[config.mk]
export PLATFORM = sky130hd
export DESIGN_NAME = display_scan_controller_flat
export DESIGN_NICKNAME = d
export VERILOG_FILES = /design/src/rtl/display_scan_controller_if.sv /design/src/rtl/display_scan_controller.sv /design/src/flat_wrapper.sv
export SDC_FILE = /design/constraint.sdc
export NUM_CORES = 1
export LEC_CHECK = 0
export ABC_CLOCK_PERIOD_IN_PS = 4600
export BUFFER_PORTS_ARGS = -buffer_cell sky130_fd_sc_hd__clkbuf_2
export CORE_MARGIN = 10
export CORE_UTILIZATION = 55
export DETAILED_ROUTE_END_ITERATION = 12
export GPL_TIMING_DRIVEN = 1
export PLACE_DENSITY = 0.8
export REMOVE_ABC_BUFFERS = 1
export SLEW_MARGIN = 10
export SYNTH_ARGS = -nofsm -noshare
export SYNTH_HDL_FRONTEND = slang
export SYNTH_SLANG_ARGS = --single-unit
[constraint.sdc]
create_clock -name clk -period 4.6 [get_ports clk]
set_clock_uncertainty 0.15 [all_clocks]
set_input_delay 0.23 -clock clk [delete_from_list [all_inputs] [get_ports clk]]
set_output_delay 0.23 -clock clk [all_outputs]
set_load 0.005 [all_outputs]
[src/rtl/display_scan_controller_if.sv]
// display_scan_controller_if: control inputs and scan outputs of the display scan controller
interface display_scan_controller_if;
  logic       enable;
  logic [3:0] digit_mask;
  logic [3:0] brightness;
  logic [1:0] sync_count;
  logic [3:0] anode;
  logic       blank;
  logic       frame_done;
  modport master (
    output enable, digit_mask, brightness,
    input  sync_count, anode, blank, frame_done
  );
  modport slave (
    input  enable, digit_mask, brightness,
    output sync_count, anode, blank, frame_done
  );
endinterface

[src/rtl/display_scan_controller.sv]
// display_scan_controller: four-digit scan sequencer with blanking gap, per-digit PWM and digit masking
module display_scan_controller #(
  parameter int DIGIT_TICKS = 100000,
  parameter int BLANK_TICKS = 1000
) (
  input logic clk,
  input logic reset,
  display_scan_controller_if.slave bus
);
  localparam int MAXT = DIGIT_TICKS > BLANK_TICKS ? DIGIT_TICKS : BLANK_TICKS;
  localparam int CW = $clog2(MAXT + 1);
  typedef enum logic [1:0] {IDLE, BLANK, ON} state_t;
  state_t state_q, state_d;
  logic [CW-1:0] cnt_q, cnt_d, cnt_inc, duty_q, duty_d, duty_new;
  logic [1:0] sc_q, sc_d, low_sc, nxt_sc;
  logic [3:0] an_q, an_d, sel_an;
  logic blank_q, fd_q, fd_d;
  logic [31:0] prod;
  assign prod = (32'(bus.brightness) + 32'd1) * 32'(DIGIT_TICKS);
  assign duty_new = CW'(prod >> 4);
  assign cnt_inc = cnt_q + CW'(1);
  assign sel_an = ~(4'b0001 << sc_q);
  // Lowest set mask bit, and next set bit above sc_q wrapping through 0 (sc_q itself if it is the only one)
  always_comb begin
    low_sc = 2'd0;
    nxt_sc = sc_q;
    for (int i = 3; i >= 0; i--) if (bus.digit_mask[i]) low_sc = 2'(i);
    for (int i = 4; i >= 1; i--) if (bus.digit_mask[2'(sc_q + 2'(i))]) nxt_sc = 2'(sc_q + 2'(i));
  end
  // Outputs are computed for the state being entered so they can be registered alongside it
  always_comb begin
    state_d = state_q;
    cnt_d = '0;
    sc_d = sc_q;
    duty_d = duty_q;
    an_d = 4'hF;
    fd_d = 1'b0;
    if (!bus.enable || bus.digit_mask == 4'd0) state_d = IDLE;
    else case (state_q)
      IDLE: begin
        state_d = BLANK;
        sc_d = low_sc;
      end
      BLANK: if (cnt_q == CW'(BLANK_TICKS - 1)) begin
        state_d = ON;
        duty_d = duty_new;
        an_d = duty_new != '0 ? sel_an : 4'hF;
      end else cnt_d = cnt_inc;
      ON: if (cnt_q == CW'(DIGIT_TICKS - 1)) begin
        state_d = BLANK;
        sc_d = nxt_sc;
        fd_d = nxt_sc <= sc_q;
      end else begin
        cnt_d = cnt_inc;
        an_d = cnt_inc < duty_q ? sel_an : 4'hF;
      end
      default: state_d = IDLE;
    endcase
  end
  always_ff @(posedge clk or posedge reset) begin
    if (reset) begin
      state_q <= IDLE;
      cnt_q <= '0;
      duty_q <= '0;
      sc_q <= 2'd0;
      an_q <= 4'hF;
      blank_q <= 1'b1;
      fd_q <= 1'b0;
    end else begin
      state_q <= state_d;
      cnt_q <= cnt_d;
      duty_q <= duty_d;
      sc_q <= sc_d;
      an_q <= an_d;
      blank_q <= an_d == 4'hF;
      fd_q <= fd_d;
    end
  end
  assign bus.sync_count = sc_q;
  assign bus.anode = an_q;
  assign bus.blank = blank_q;
  assign bus.frame_done = fd_q;
endmodule
[src/flat_wrapper.sv]
// flat-port wrapper written by rule: the top's interface ports become plain ports
module display_scan_controller_flat 
#(
  parameter int DIGIT_TICKS = 100000,
  parameter int BLANK_TICKS = 1000
)
  (clk, reset, bus_enable, bus_digit_mask, bus_brightness, bus_sync_count, bus_anode, bus_blank, bus_frame_done);
  display_scan_controller_if bus_i ();
  input logic clk;
  input logic reset;
  input wire logic [$bits(bus_i.enable)-1:0] bus_enable;
  input wire logic [$bits(bus_i.digit_mask)-1:0] bus_digit_mask;
  input wire logic [$bits(bus_i.brightness)-1:0] bus_brightness;
  output wire logic [$bits(bus_i.sync_count)-1:0] bus_sync_count;
  output wire logic [$bits(bus_i.anode)-1:0] bus_anode;
  output wire logic [$bits(bus_i.blank)-1:0] bus_blank;
  output wire logic [$bits(bus_i.frame_done)-1:0] bus_frame_done;
  assign bus_i.enable = bus_enable;
  assign bus_i.digit_mask = bus_digit_mask;
  assign bus_i.brightness = bus_brightness;
  assign bus_sync_count = bus_i.sync_count;
  assign bus_anode = bus_i.anode;
  assign bus_blank = bus_i.blank;
  assign bus_frame_done = bus_i.frame_done;
  display_scan_controller #(.DIGIT_TICKS(DIGIT_TICKS), .BLANK_TICKS(BLANK_TICKS)) u_core (.clk(clk), .reset(reset), .bus(bus_i));
endmodule
Yosys cells after proc, flatten, opt, wreduce, memory -nomap -nowiden --
Cells that the tools add are included.
Operators by class: add/subtract/negate cells 5, $mul 1, $lt $le $gt $ge 5, eq/ne operators 8, shift operators 1, muxes and demuxes 32, bitwise operators 2, reductions and logical operators 9
Operator list (count):
- two-way mux 17 bit | 3
- one-hot mux 17 bit (2 select lines) | 1
- multiplier 32 x 12 -> 16 bit, second input constant | 1
- two-way mux 2 bit | 11
- two-way mux 4 bit | 5
- adder 17 x 1 -> 17 bit, second input constant | 1
- equality test 17 x 10 -> 1 bit, second input constant | 1
- equality test 17 bit, second input constant | 1
- < comparator 17 bit | 1
- nonzero test 17 bit | 1
- < comparator 2 x 3 -> 1 bit, second input constant | 3
- one-hot mux 4 bit (2 select lines) | 1
- binary-select mux 1 bit (select 2 bit) | 3
- two-way mux 1 bit | 6
- != test 3 x 1 -> 1 bit, second input constant | 2
- one-hot mux 2 bit (3 select lines) | 1
- AND reduction 3 bit | 2
- adder 4 x 1 -> 5 bit, second input constant | 1
- adder 2 bit, second input constant | 2
- equality test 4 bit, second input constant | 1
- zero test 4 bit | 1
- inverter 4 bit | 1
- one-hot mux 2 bit (2 select lines) | 1
- left shift 1 x 2 -> 4 bit, first input constant | 1
- 11 further kinds | 11
Storage, ports and cells: register bits 43, bits of input ports 11, output and inout port bits 8

Longest topological paths before layout --
Gate-level depths: netlist of the first run.
depth after elaboration 10, gate-level depth with buffers 15

Least setup slack after synthesis of the first run --
OpenSTA, ideal clock, no wires.
path type input-to-reg, from input bus_brightness[0], to register u_core.blank_q (netlist: u_core.bus.blank), library setup time 91 ps, arrival 3463 ps, data required time 4359 ps, slack 896 ps, stages on the path 15, buffers on the path 0, cell sequence ha_1 > xor2_1 > ha_1 > xnor2_1 > ha_1 > a21o_1 > ha_1 > ha_1 > a21o_1 > a31o_1 > or3_1 > a211oi_1 > nand4_1 > o311a_1 > o31ai_1
Between the ends: longest elaborated chain between the ends 8
Ends and longest elaborated chain:
- start, declared | line flat_wrapper.sv:13 | input wire logic [$bits(bus_i.brightness)-1:0] bus_brightness;
- adder 4 x 1 -> 5 bit | line display_scan_controller.sv:19 | assign prod = (32'(bus.brightness) + 32'd1) * 32'(DIGIT_TICKS);
- multiplier 32 x 12 -> 16 bit | line display_scan_controller.sv:19
- nonzero test 17 bit | line display_scan_controller.sv:47 | an_d = duty_new != '0 ? sel_an : 4'hF;
- two-way mux 4 bit | line display_scan_controller.sv:47
- two-way mux 4 bit | line display_scan_controller.sv:44 | BLANK: if (cnt_q == CW'(BLANK_TICKS - 1)) begin
- one-hot mux 4 bit (2 select lines) | line display_scan_controller.sv:39 | else case (state_q)
- two-way mux 4 bit | line display_scan_controller.sv:38 | if (!bus.enable || bus.digit_mask == 4'd0) state_d = IDLE;
- equality test 4 bit | line display_scan_controller.sv:75 | blank_q <= an_d == 4'hF;
- end signal, assigned | line display_scan_controller.sv:67 | blank_q <= 1'b1;
- end signal, assigned | line display_scan_controller.sv:75
- end, declared | line display_scan_controller.sv:17 | logic blank_q, fd_q, fd_d;
Every way passes these cells. A chain may end at the register's enable or synchronous reset.

Final worst setup path of the first run --
from input bus_brightness[0], to register u_core.an_q[3] (netlist: u_core.bus.anode[3])
Between the ends: longest elaborated chain between the ends 7
Ends and longest elaborated chain:
- adder 4 x 1 -> 5 bit | line display_scan_controller.sv:19
- multiplier 32 x 12 -> 16 bit | line display_scan_controller.sv:19
- nonzero test 17 bit | line display_scan_controller.sv:47
- two-way mux 4 bit | line display_scan_controller.sv:47
- two-way mux 4 bit | line display_scan_controller.sv:44
- one-hot mux 4 bit (2 select lines) | line display_scan_controller.sv:39
- two-way mux 4 bit | line display_scan_controller.sv:38
- named net u_core.an_d[3] | line display_scan_controller.sv:16 | logic [3:0] an_q, an_d, sel_an;
- end signal, assigned | line display_scan_controller.sv:74 | an_q <= an_d;
- end, declared | line display_scan_controller.sv:16
The timed path passes the listed nets, and every way through them passes these cells.

==> results.json, run 1 <==
{
  "status": "completed",
  "post-route-util": 0.605,
  "fillers": 559,
  "power_mw": 1.03,
  "top_layer_used": "met4",
  "ir_worst_vdd_mv": 0.174,
  "ys_seq_area_frac": 0.302,
  "hold_viol": 0,
  "cp_slowest_cell": "a211oi_1",
  "async_flop_share": 1.00,
  "netlist_area_mm2": 0.00358,
  "avgSynthCellArea_um2": 8.83,
  "routed_wl_um": 8320,
  "clk_pin_slew_ns": 0.10,
  "worstHoldStart": "bus_brightness[0]",
  "tritoncts": "done",
  "r2r-start": "u_core.cnt_q[0]$_DFF_PP0_",
  "drt-pass1-iter-count": 4,
  "wl_per_cell_um": 16.6,
  "final-setup-viol-count": 0,
  "worst_pin_slew_ns": 0.833,
  "dp_hpwl_um": 6560,
  "syn_inst": 406,
  "clkLatencyLatePin_ns": 0.31,
  "grt_max_degree": 44,
  "cp_max_fo": 6,
  "met1_length_um": 3800,
  "min_period_ns": 3.90,
  "wl_met3_um": 401,
  "relSlewSlack": 0.445,
  "place_inst": 492,
  "coreArea_mm2": 0.00635,
  "cts_root_buf": "clkbuf_8",
  "first_iter_violations": 161,
  "startpoint_type": "primary input",
  "rsz0062_at_grt": "false",
  "grt_use_total": 0.171,
  "htree_levels": 2,
  "initial_core_util": 0.565,
  "crit_top_cell": "ha_1",
  "cts_setup_buffers": 0,
  "gp_routability_congestion": 0.876,
  "wl_met2_um": 3990,
  "yosys.area.top_type": "dfrtp_1",
  "crit_chain": "clkbuf_2, ha_1, xor2_1, ha_1, xnor2_1, ha_1, ha_1, ha_1, a21oi_1, o21a_1, a2111oi_0, a211oi_1, nand4_1, o311a_1, o21ai_0",
  "drive_above_1_share": 0.0967,
  "ys_types": 60,
  "cts.sinks": 43,
  "ant_nets": 0,
  "p_leak_nw": 1.85,
  "worst_hold_slack_ns": 0.0641,
  "synth_top_area_frac": 0.265,
  "chipWidth_um": 101,
  "grt_pass1_vias": 3088,
  "final_common_cell": "ha_1",
  "finalInstanceArea_mm2": 0.00384,
  "place_ws_ns": 0.477,
  "vias": 3046,
  "ys_ff_latch": 43,
  "cap_violations": 0,
  "die_y_um": 101,
  "remaining_drc_errors": 0,
  "cts_buffers": 5,
  "period_share": 0.848,
  "synthFlopType": "dfrtp_1",
  "port_buffers": 18,
  "yosysWarningCount": 0,
  "antenna_found_initial": 0,
  "most-common-layout-cells": "ha_1, nand2_1, dfrtp_1",
  "critical_path.endpoint_type": "flop",
  "finalSetupTns_ns": 0,
  "hp-class": "in -> reg",
  "grt_pass1_wl_um": 14500,
  "clk_path_buf_depth": 2,
  "grt_overflow": 0,
  "synth_edf_count": 0,
  "cp_slowest_stage_delay_ns": 0.42,
  "final_max_slew_viol_count": 0,
  "nets": 490,
  "dieArea_mm2": 0.0101,
  "syn2layout_area_growth_pct": 7.09,
  "crit_start": "bus_brightness[0]",
  "worstPathArrival_ns": 3.99,
  "worstPathRequired_ns": 4.68,
  "synthTopCellsByArea": "dfrtp_1, ha_1, xnor2_1",
  "rows": 29,
  "num_io_pins": 19,
  "layout.cells.non_filler": 501,
  "placed_area_mm2": 0.00373,
  "fin_ws_ns": 0.697,
  "criticalPathCategory": "in -> reg",
  "power.density_mw_per_mm2": 268,
  "diodes": 0,
  "avgViaCountPerCell": 6.08,
  "timing.fmax_ghz": 0.256
}
==> Yosys cell counts, types with 11 or more instances <==
cell type / count
and3_1: 19
nand4_1: 13
nand3_1: 12
nor2_1: 24
xnor2_1: 17
xor2_1: 11
inv_1: 34
dfrtp_1: 38
a21oi_1: 16
o21ai_0: 16
ha_1: 55
o21ai_1: 13
nand2_1: 38
==> cell families after synthesis <==
family | share of synthesized area
xor+xnor | 0.0684
buf+inv | 0.0503
mux | 0.00907
flops | 0.302
fa+ha+maj | 0.198
simple gates | 0.212
compound gates | 0.161
==> registers in the layout (all words and copies together), names as in the netlist <==
| register | cells |
|---|---|
| u_core.duty_q | 16 |
| u_core.bus.blank | 1 |
| u_core.bus.frame_done | 1 |
| u_core.bus.sync_count | 2 |
| u_core.state_q | 2 |
| u_core.bus.anode | 4 |
| u_core.cnt_q | 17 |
==> metal layers <==
metal  up-vias  track usage
li1       1495            -
met1      1466        0.223
met2        73        0.287
met3        12       0.0261
met4         0       0.0424
met5         -            0
==> final cells by class <==
class,count,area (µm²),area share
multi-input combinational,318,2320,0.605
sequential,43,1080,0.282
inverter,34,128,0.0332
timing repair buffer,21,115,0.0300
tap,77,96.3,0.0251
clock buffer,5,68.8,0.0179
clock inverter,3,26.3,0.00684
==> repair_timing <==
| action | in CTS | in global routing |
|---|---|---|
| hold buffers | 1 | 0 |
| setup endpoints to repair | 0 | 0 |
| gates resized for setup | 0 | 0 |
| endpoints found under the hold margin | 38 | 0 |
==> power breakdown <==
group	total [mW]	leakage, nW	internal (mW)	switching, mW
logic	0.362	1.23	0.140	0.222
clock network	0.261	0.0491	0.112	0.149
registers	0.405	0.569	0.389	0.0161
==> path summary, 6_finish.rpt <==
| kind | slack (ns) | cells past startpoint | to |
|---|---|---|---|
| worst min register to register | 0.33 | 2 | u_core.duty_q[11]$_DFFE_PP0P_ |
| min in group asynchronous | 0.43 | 4 | u_core.state_q[0]$_DFFE_PP0P_ |
| worst max register to register | 1.52 | 13 | u_core.bus.anode[3]$_DFF_PP1_ |
| worst max-delay path | 0.70 | 15 | u_core.bus.anode[3]$_DFF_PP1_ |
| max in group asynchronous | 3.47 | 4 | u_core.duty_q[8]$_DFFE_PP0P_ |
| worst min-delay path | 0.06 | 2 | u_core.duty_q[1]$_DFFE_PP0P_ |
==> worst max-delay path: cells and delay by family <==
family / cells / cell delay (ns)
compound gates: 6 / 1.56
xor+xnor: 2 / 0.46
fa+ha+maj: 5 / 1.43
buf+inv: 1 / 0.15
simple gates: 1 / 0.16
No activity file was read; power rests on OpenSTA's default activity.
==> run 2: changes to the inputs <==
--- a/config.mk
+++ b/config.mk
@@ -5,13 +5,13 @@
 export SDC_FILE = /design/constraint.sdc
 export NUM_CORES = 1
 export LEC_CHECK = 0
-export ABC_CLOCK_PERIOD_IN_PS = 4600
+export ABC_CLOCK_PERIOD_IN_PS = 3500
 export BUFFER_PORTS_ARGS = -buffer_cell sky130_fd_sc_hd__clkbuf_2
 export CORE_MARGIN = 10
 export CORE_UTILIZATION = 55
 export DETAILED_ROUTE_END_ITERATION = 12
 export GPL_TIMING_DRIVEN = 1
-export PLACE_DENSITY = 0.8
+export PLACE_DENSITY = 0.83
 export REMOVE_ABC_BUFFERS = 1
 export SLEW_MARGIN = 10
 export SYNTH_ARGS = -nofsm -noshare
==> constraint.sdc (replaced) <==
create_clock -name clk -period 3.5 [get_ports clk]
set_clock_uncertainty 0.15 [all_clocks]
set_input_delay 0.175 -clock clk [delete_from_list [all_inputs] [get_ports clk]]
set_output_delay 0.175 -clock clk [all_outputs]
set_load 0.005 [all_outputs]
==> run 2 against run 1 <==
- total power grew 54%
- setup slack lost 0.62 ns
- sequential share of layout area shrank 3.1 points
- count of clock-buffer cells in the layout is the same
- critical path type unchanged
- hold slack gained 0.0017 ns
- largest power group is now combinational cells
- critical path depth is the same
- core utilization grew 7.6 points
- register-to-register slack lost 1.2 ns
- sequential power grew 31%
==> results.json, run 2 (same netlist as run 1, synthesis figures left out) <==
{
  "p_leak_nw": 2.08,
  "drt-pass1-iter-count": 5,
  "grt_max_degree": 44,
  "antenna_found_initial": 0,
  "largest_reg_flops": 17,
  "hold_viol": 0,
  "wl_per_cell_um": 16.5,
  "p_comb_frac": 0.417,
  "worst_hold_slack_ns": 0.0658,
  "period_share": 0.978,
  "drive_above_1_share": 0.219,
  "tritoncts": "done",
  "pwr-share-seq": 0.335,
  "power.density_mw_per_mm2": 367,
  "die_y_um": 101,
  "clkLatencyLatePin_ns": 0.30,
  "holdPathStages": 3,
  "dp_hpwl_um": 7050,
  "path_buf_inv": 1,
  "nets": 532,
  "r2r-start": "u_core.cnt_q[0]$_DFF_PP0_",
  "vias": 3277,
  "chipWidth_um": 101,
  "relSlewSlack": 0.488,
  "clk_pin_slew_ns": 0.08,
  "worst_pin_slew_ns": 0.768,
  "final_max_slew_viol_count": 0,
  "min_period_ns": 3.42,
  "grt_use_total": 0.178,
  "p_clk_frac": 0.248,
  "cp_slowest_stage_delay_ns": 0.36,
  "crit_chain": "clkbuf_2, ha_4, xor2_4, ha_4, xnor2_2, ha_1, ha_1, ha_2, xor2_1, nor4_1, o221ai_1, a211oi_2, nand4_1, o311a_4, o31ai_1",
  "final_common_cell": "ha_1",
  "cts.sinks": 43,
  "cap_violations": 0,
  "syn2layout_area_growth_pct": 20.5,
  "cts_root_buf": "clkbuf_8",
  "post-route-util": 0.680,
  "grt_pass1_vias": 3243,
  "ir_worst_vdd_mv": 0.381,
  "avgViaCountPerCell": 6.03,
  "timing.fmax_ghz": 0.292,
  "criticalPathCategory": "in -> reg",
  "clk_path_buf_depth": 2,
  "most-common-layout-cells": "ha_1, buf_4, nand2_1, dfrtp_1, inv_1",
  "power_switching_mw": 0.541,
  "gp_routability_congestion": 0.963,
  "diodes": 0,
  "grt_overflow": 0,
  "reg2regPathDepth": 13,
  "initial_core_util": 0.565,
  "status": "completed",
  "cp_slowest_cell": "o311a_4",
  "worstPathArrival_ns": 3.47,
  "remaining_drc_errors": 0,
  "worstHoldStart": "bus_enable",
  "final-setup-viol-count": 0,
  "cts_buffers": 5,
  "critical_path.endpoint_type": "flop",
  "worstPathRequired_ns": 3.55,
  "min_delay_worst_endpoint": "u_core.bus.frame_done$_DFF_PP0_",
  "ant_nets": 0,
  "cp_top_family": "adder cells",
  "top_register": "u_core.cnt_q",
  "htree_levels": 2,
  "port_buffers": 18,
  "coreArea_mm2": 0.00635,
  "first_iter_violations": 147,
  "grt_pass1_wl_um": 15200,
  "dieArea_mm2": 0.0101,
  "p_int_mw": 1.04,
  "routed_wl_um": 8980,
  "rrSetupSlack_ns": 0.29,
  "rows": 29,
  "fillers": 477,
  "cp_max_fo": 5,
  "r2r-end": "u_core.bus.anode[0]$_DFF_PP1_",
  "num_io_pins": 19,
  "swShare": 0.342,
  "startpoint_type": "primary input",
  "hp-class": "in -> reg"
}
run 2: cell count changes in the layout (fill, tap and decap cells not counted), moves of 2 or more:
cell      previous run  this run
a211oi_1             4         1
ha_4                 0         5
a211oi_2             0         3
inv_6                2         0
xor2_1              11         9
ha_1                55        49
buf_4                2        44
run 2: layer usage:
metal | GRT usage | vias up | part of all wire
met1 | 0.222 | 1565 | 0.42
met5 | 0 | - | 0
met2 | 0.312 | 118 | 0.51
met3 | 0.0233 | 15 | 0.053
met4 | 0.0446 | 0 | 0.013
li1 | - | 1579 | -
run 2: area by class of cell:
cell class              count  area, µm²  area share
well taps                  77       96.3      0.0223
inverters                  34        128      0.0295
multi-input cells         318       2470       0.571
repair buffers             63        433       0.100
clock inverters             3       43.8      0.0101
flip-flops and latches     43       1080       0.251
clock buffers               5       68.8      0.0159
run 2: power groups by stage:
stage	Combinational [mW]	Sequential (mW)	Clock (mW)
6_report	0.660	0.531	0.393
5_1_grt	0.727	0.534	0.418
4_1_cts	0.620	0.530	0.398
3_5_place_dp	0.602	0.540	0
3_3_place_gp	0.584	0.539	0
2_1_floorplan	0.335	0.537	0
run 2: repair_timing:
action,4_1_cts,5_1_grt
hold buffers,1,0
gates resized for setup,9,15
gates cloned,0,0
pin swaps,3,7
setup buffers,0,2
endpoints found under the hold margin,38,0
endpoints found under the setup margin,5,5
run 2: how the worst max path moves through the flow:
stage | start | to | slack, ns | cells past startpoint
floorplan | bus_brightness[0] | u_core.bus.blank$_DFF_PP1_ | -0.15 | 15
global placement | bus_brightness[0] | u_core.bus.blank$_DFF_PP1_ | -0.26 | 16
detailed placement | bus_brightness[0] | u_core.bus.blank$_DFF_PP1_ | -0.42 | 16
CTS | bus_brightness[0] | u_core.bus.blank$_DFF_PP1_ | 0.01 | 16
global route | bus_brightness[0] | u_core.bus.blank$_DFF_PP1_ | -0.03 | 17
finish | bus_brightness[0] | u_core.bus.blank$_DFF_PP1_ | 0.08 | 15
run 2: through the flow:
stage                     total power [mW]  TNS, ns  cells  worst slack (ns)  cell area [µm²]
final                                 1.58        0    543            0.0773             4320
after global routing                  1.68  -0.0385    543           -0.0266             4320
after CTS                             1.55        0    541            0.0120             4210
after detailed placement              1.14    -2.43    532            -0.421             4030
after global placement                1.12    -1.40    532            -0.261             4030
after floorplan                      0.872   -0.716    395            -0.149             3530
run 2: tightest hold or removal path, cell delays in order:
cell and delay (ns):
clkbuf_2 0.10, o41ai_2 0.12, nor3_1 0.08
==> run 3: changes to the inputs <==
--- a/config.mk
+++ b/config.mk
@@ -7,11 +7,13 @@
 export LEC_CHECK = 0
 export ABC_CLOCK_PERIOD_IN_PS = 3500
 export BUFFER_PORTS_ARGS = -buffer_cell sky130_fd_sc_hd__clkbuf_2
+export CELL_PAD_IN_SITES_DETAIL_PLACEMENT = 1
+export CELL_PAD_IN_SITES_GLOBAL_PLACEMENT = 1
 export CORE_MARGIN = 10
-export CORE_UTILIZATION = 55
+export CORE_UTILIZATION = 43
 export DETAILED_ROUTE_END_ITERATION = 12
 export GPL_TIMING_DRIVEN = 1
-export PLACE_DENSITY = 0.83
+export PLACE_DENSITY = 0.84
 export REMOVE_ABC_BUFFERS = 1
 export SLEW_MARGIN = 10
 export SYNTH_ARGS = -nofsm -noshare
==> constraint.sdc (replaced) <==
create_clock -name clk -period 3.5 [get_ports clk]
set_clock_uncertainty 0.15 [all_clocks]
set_input_delay 0.175 -clock clk [delete_from_list [all_inputs] [get_ports clk]]
set_output_delay 0.175 -clock clk [all_outputs]
set_load 0.02 [all_outputs]
==> run 3 against run 2 <==
- maximum frequency shrank 2.1%
- design area grew 2.7%
- non-clock buffer count grew 8
- wire length grew 31%
- global-route usage shrank 0.64 points
- via count grew 2.6%
- total power grew 0.33%
- register-to-register slack is essentially flat
- combinational power grew 15%
- clock power shrank 21%
- sequential share of layout area shrank 0.66 points
- first-iteration DRC count grew 0.68%
- largest power group unchanged
==> results.json, run 3 (same netlist as run 1, synthesis figures left out) <==
{
  "p_comb_frac": 0.476,
  "pwr-share-seq": 0.329,
  "fillers": 952,
  "most-common-layout-cells": "buf_4, ha_1, nand2_1, dfrtp_1, inv_1",
  "final_common_cell": "buf_4",
  "cp_slowest_stage_delay_ns": 0.57,
  "worstPathArrival_ns": 3.56,
  "status": "completed",
  "clk_pin_slew_ns": 0.08,
  "finalInstanceArea_mm2": 0.00444,
  "place_inst": 565,
  "grt_max_degree": 23,
  "num_io_pins": 19,
  "p_int_mw": 0.995,
  "regArea_mm2": 0.00108,
  "power_mw": 1.59,
  "startpoint_type": "primary input",
  "cts_root_buf": "clkbuf_8",
  "initial_core_util": 0.438,
  "remaining_drc_errors": 0,
  "final-setup-viol-count": 0,
  "criticalPathCategory": "in -> reg",
  "worstPathRequired_ns": 3.56,
  "cts_buffers": 5,
  "power.density_mw_per_mm2": 358,
  "ant_nets": 0,
  "dp_hpwl_um": 8350,
  "power_switching_mw": 0.594,
  "p_leak_nw": 2.09,
  "post-route-util": 0.543,
  "top_register": "u_core.cnt_q",
  "avgViaCountPerCell": 5.81,
  "rows": 33,
  "swShare": 0.374,
  "cp_max_fo": 5,
  "relSlewSlack": 0.437,
  "diodes": 0,
  "fin_ws_ns": 0.00301,
  "antenna_found_initial": 0,
  "routed_wl_um": 11700,
  "grt_pass1_vias": 3630,
  "first_iter_violations": 148,
  "clkLatencyLatePin_ns": 0.29,
  "cp_slowest_cell": "fa_1",
  "finalSetupTns_ns": 0,
  "hp-class": "in -> reg",
  "cts.sinks": 43,
  "grt_pass1_wl_um": 17800,
  "ir_worst_vdd_mv": 0.162,
  "period_share": 0.999,
  "place_ws_ns": -0.447,
  "worst_pin_slew_ns": 0.843,
  "hold_viol": 0,
  "gp_routability_congestion": 0.864,
  "min_period_ns": 3.50,
  "grt_overflow": 0,
  "drt-pass1-iter-count": 4,
  "placed_area_mm2": 0.00411,
  "vias": 3363,
  "syn2layout_area_growth_pct": 23.8,
  "wl_per_cell_um": 20.3,
  "worst_hold_slack_ns": 0.0450,
  "layout.cells.non_filler": 579,
  "largest_reg_flops": 17,
  "clk_path_buf_depth": 2,
  "cap_violations": 0,
  "final_max_slew_viol_count": 0,
  "nets": 540,
  "dieArea_mm2": 0.0124,
  "crit_chain": "clkbuf_2, buf_4, nand3_2, xor2_2, inv_2, buf_4, ha_1, inv_1, fa_1, inv_1, ha_2, xor2_1, nor4_2, o221ai_1, a211oi_2, nand4_1, o311a_4, o21ai_0",
  "timing.fmax_ghz": 0.286,
  "port_buffers": 18,
  "critical_path.endpoint_type": "flop",
  "p_clk_frac": 0.194,
  "multi_input_area_mm2": 0.00252,
  "htree_levels": 2,
  "tritoncts": "done",
  "drive_above_1_share": 0.249,
  "grt_use_total": 0.171,
  "die_y_um": 111,
  "chipWidth_um": 111,
  "coreArea_mm2": 0.00818
}
run 3: per-layer routing:
metal  vias to the layer above  track usage  wire length [µm]
li1                       1593            -                 -
met1                      1670        0.190              4690
met2                        68        0.324              6250
met3                        32       0.0222               376
met4                         0       0.0574               427
met5                         -            0                 0
run 3: final cells by class:
cell class / count / area share
multi-input cells: 318 / 0.568
flip-flops and latches: 43 / 0.244
repair buffers: 71 / 0.111
well taps: 105 / 0.0296
inverters: 34 / 0.0288
clock buffers: 7 / 0.0172
clock inverters: 1 / 0.00113
run 3: timing repair:
| item | CTS | global route |
|---|---|---|
| pin swaps | 6 | 6 |
| gates resized for setup | 14 | 23 |
| buffers inserted | 0 | 5 |
| hold buffers | 1 | 0 |
| setup endpoints to repair | 6 | 7 |
| hold endpoints to repair | 21 | 0 |
run 3: path summary, 6_finish.rpt:
check | startpoint | endpoint | slack [ns] | cells after the start
worst max-delay path | bus_brightness[1] | u_core.bus.anode[2]$_DFF_PP1_ | 0.003 | 18
worst min-delay path | bus_enable | u_core.bus.frame_done$_DFF_PP0_ | 0.04 | 3
worst max register to register | u_core.cnt_q[0]$_DFF_PP0_ | u_core.bus.anode[2]$_DFF_PP1_ | 0.30 | 13
worst min register to register | u_core.duty_q[7]$_DFFE_PP0P_ | u_core.duty_q[7]$_DFFE_PP0P_ | 0.33 | 1
max in group asynchronous | reset | u_core.bus.anode[2]$_DFF_PP1_ | 1.91 | 4
min in group asynchronous | reset | u_core.bus.sync_count[0]$_DFFE_PP0P_ | 0.44 | 3
run 3: worst max-delay path: cells and delay by family:
kind	cells	cell delay [ns]
AO/OA/AOI/OAI	4	0.84
XOR/XNOR	2	0.38
adder cells (fa/ha/maj)	3	0.94
buffers and inverters	6	0.64
AND/OR/NAND/NOR	3	0.59
run 3: power groups by stage:
stage | combinational [mW] | clock (mW) | sequential [mW]
CTS | 0.671 | 0.317 | 0.523
finish | 0.757 | 0.309 | 0.523
global placement | 0.615 | 0 | 0.532
detailed placement | 0.645 | 0 | 0.532
global route | 0.818 | 0.333 | 0.525
floorplan | 0.335 | 0 | 0.548
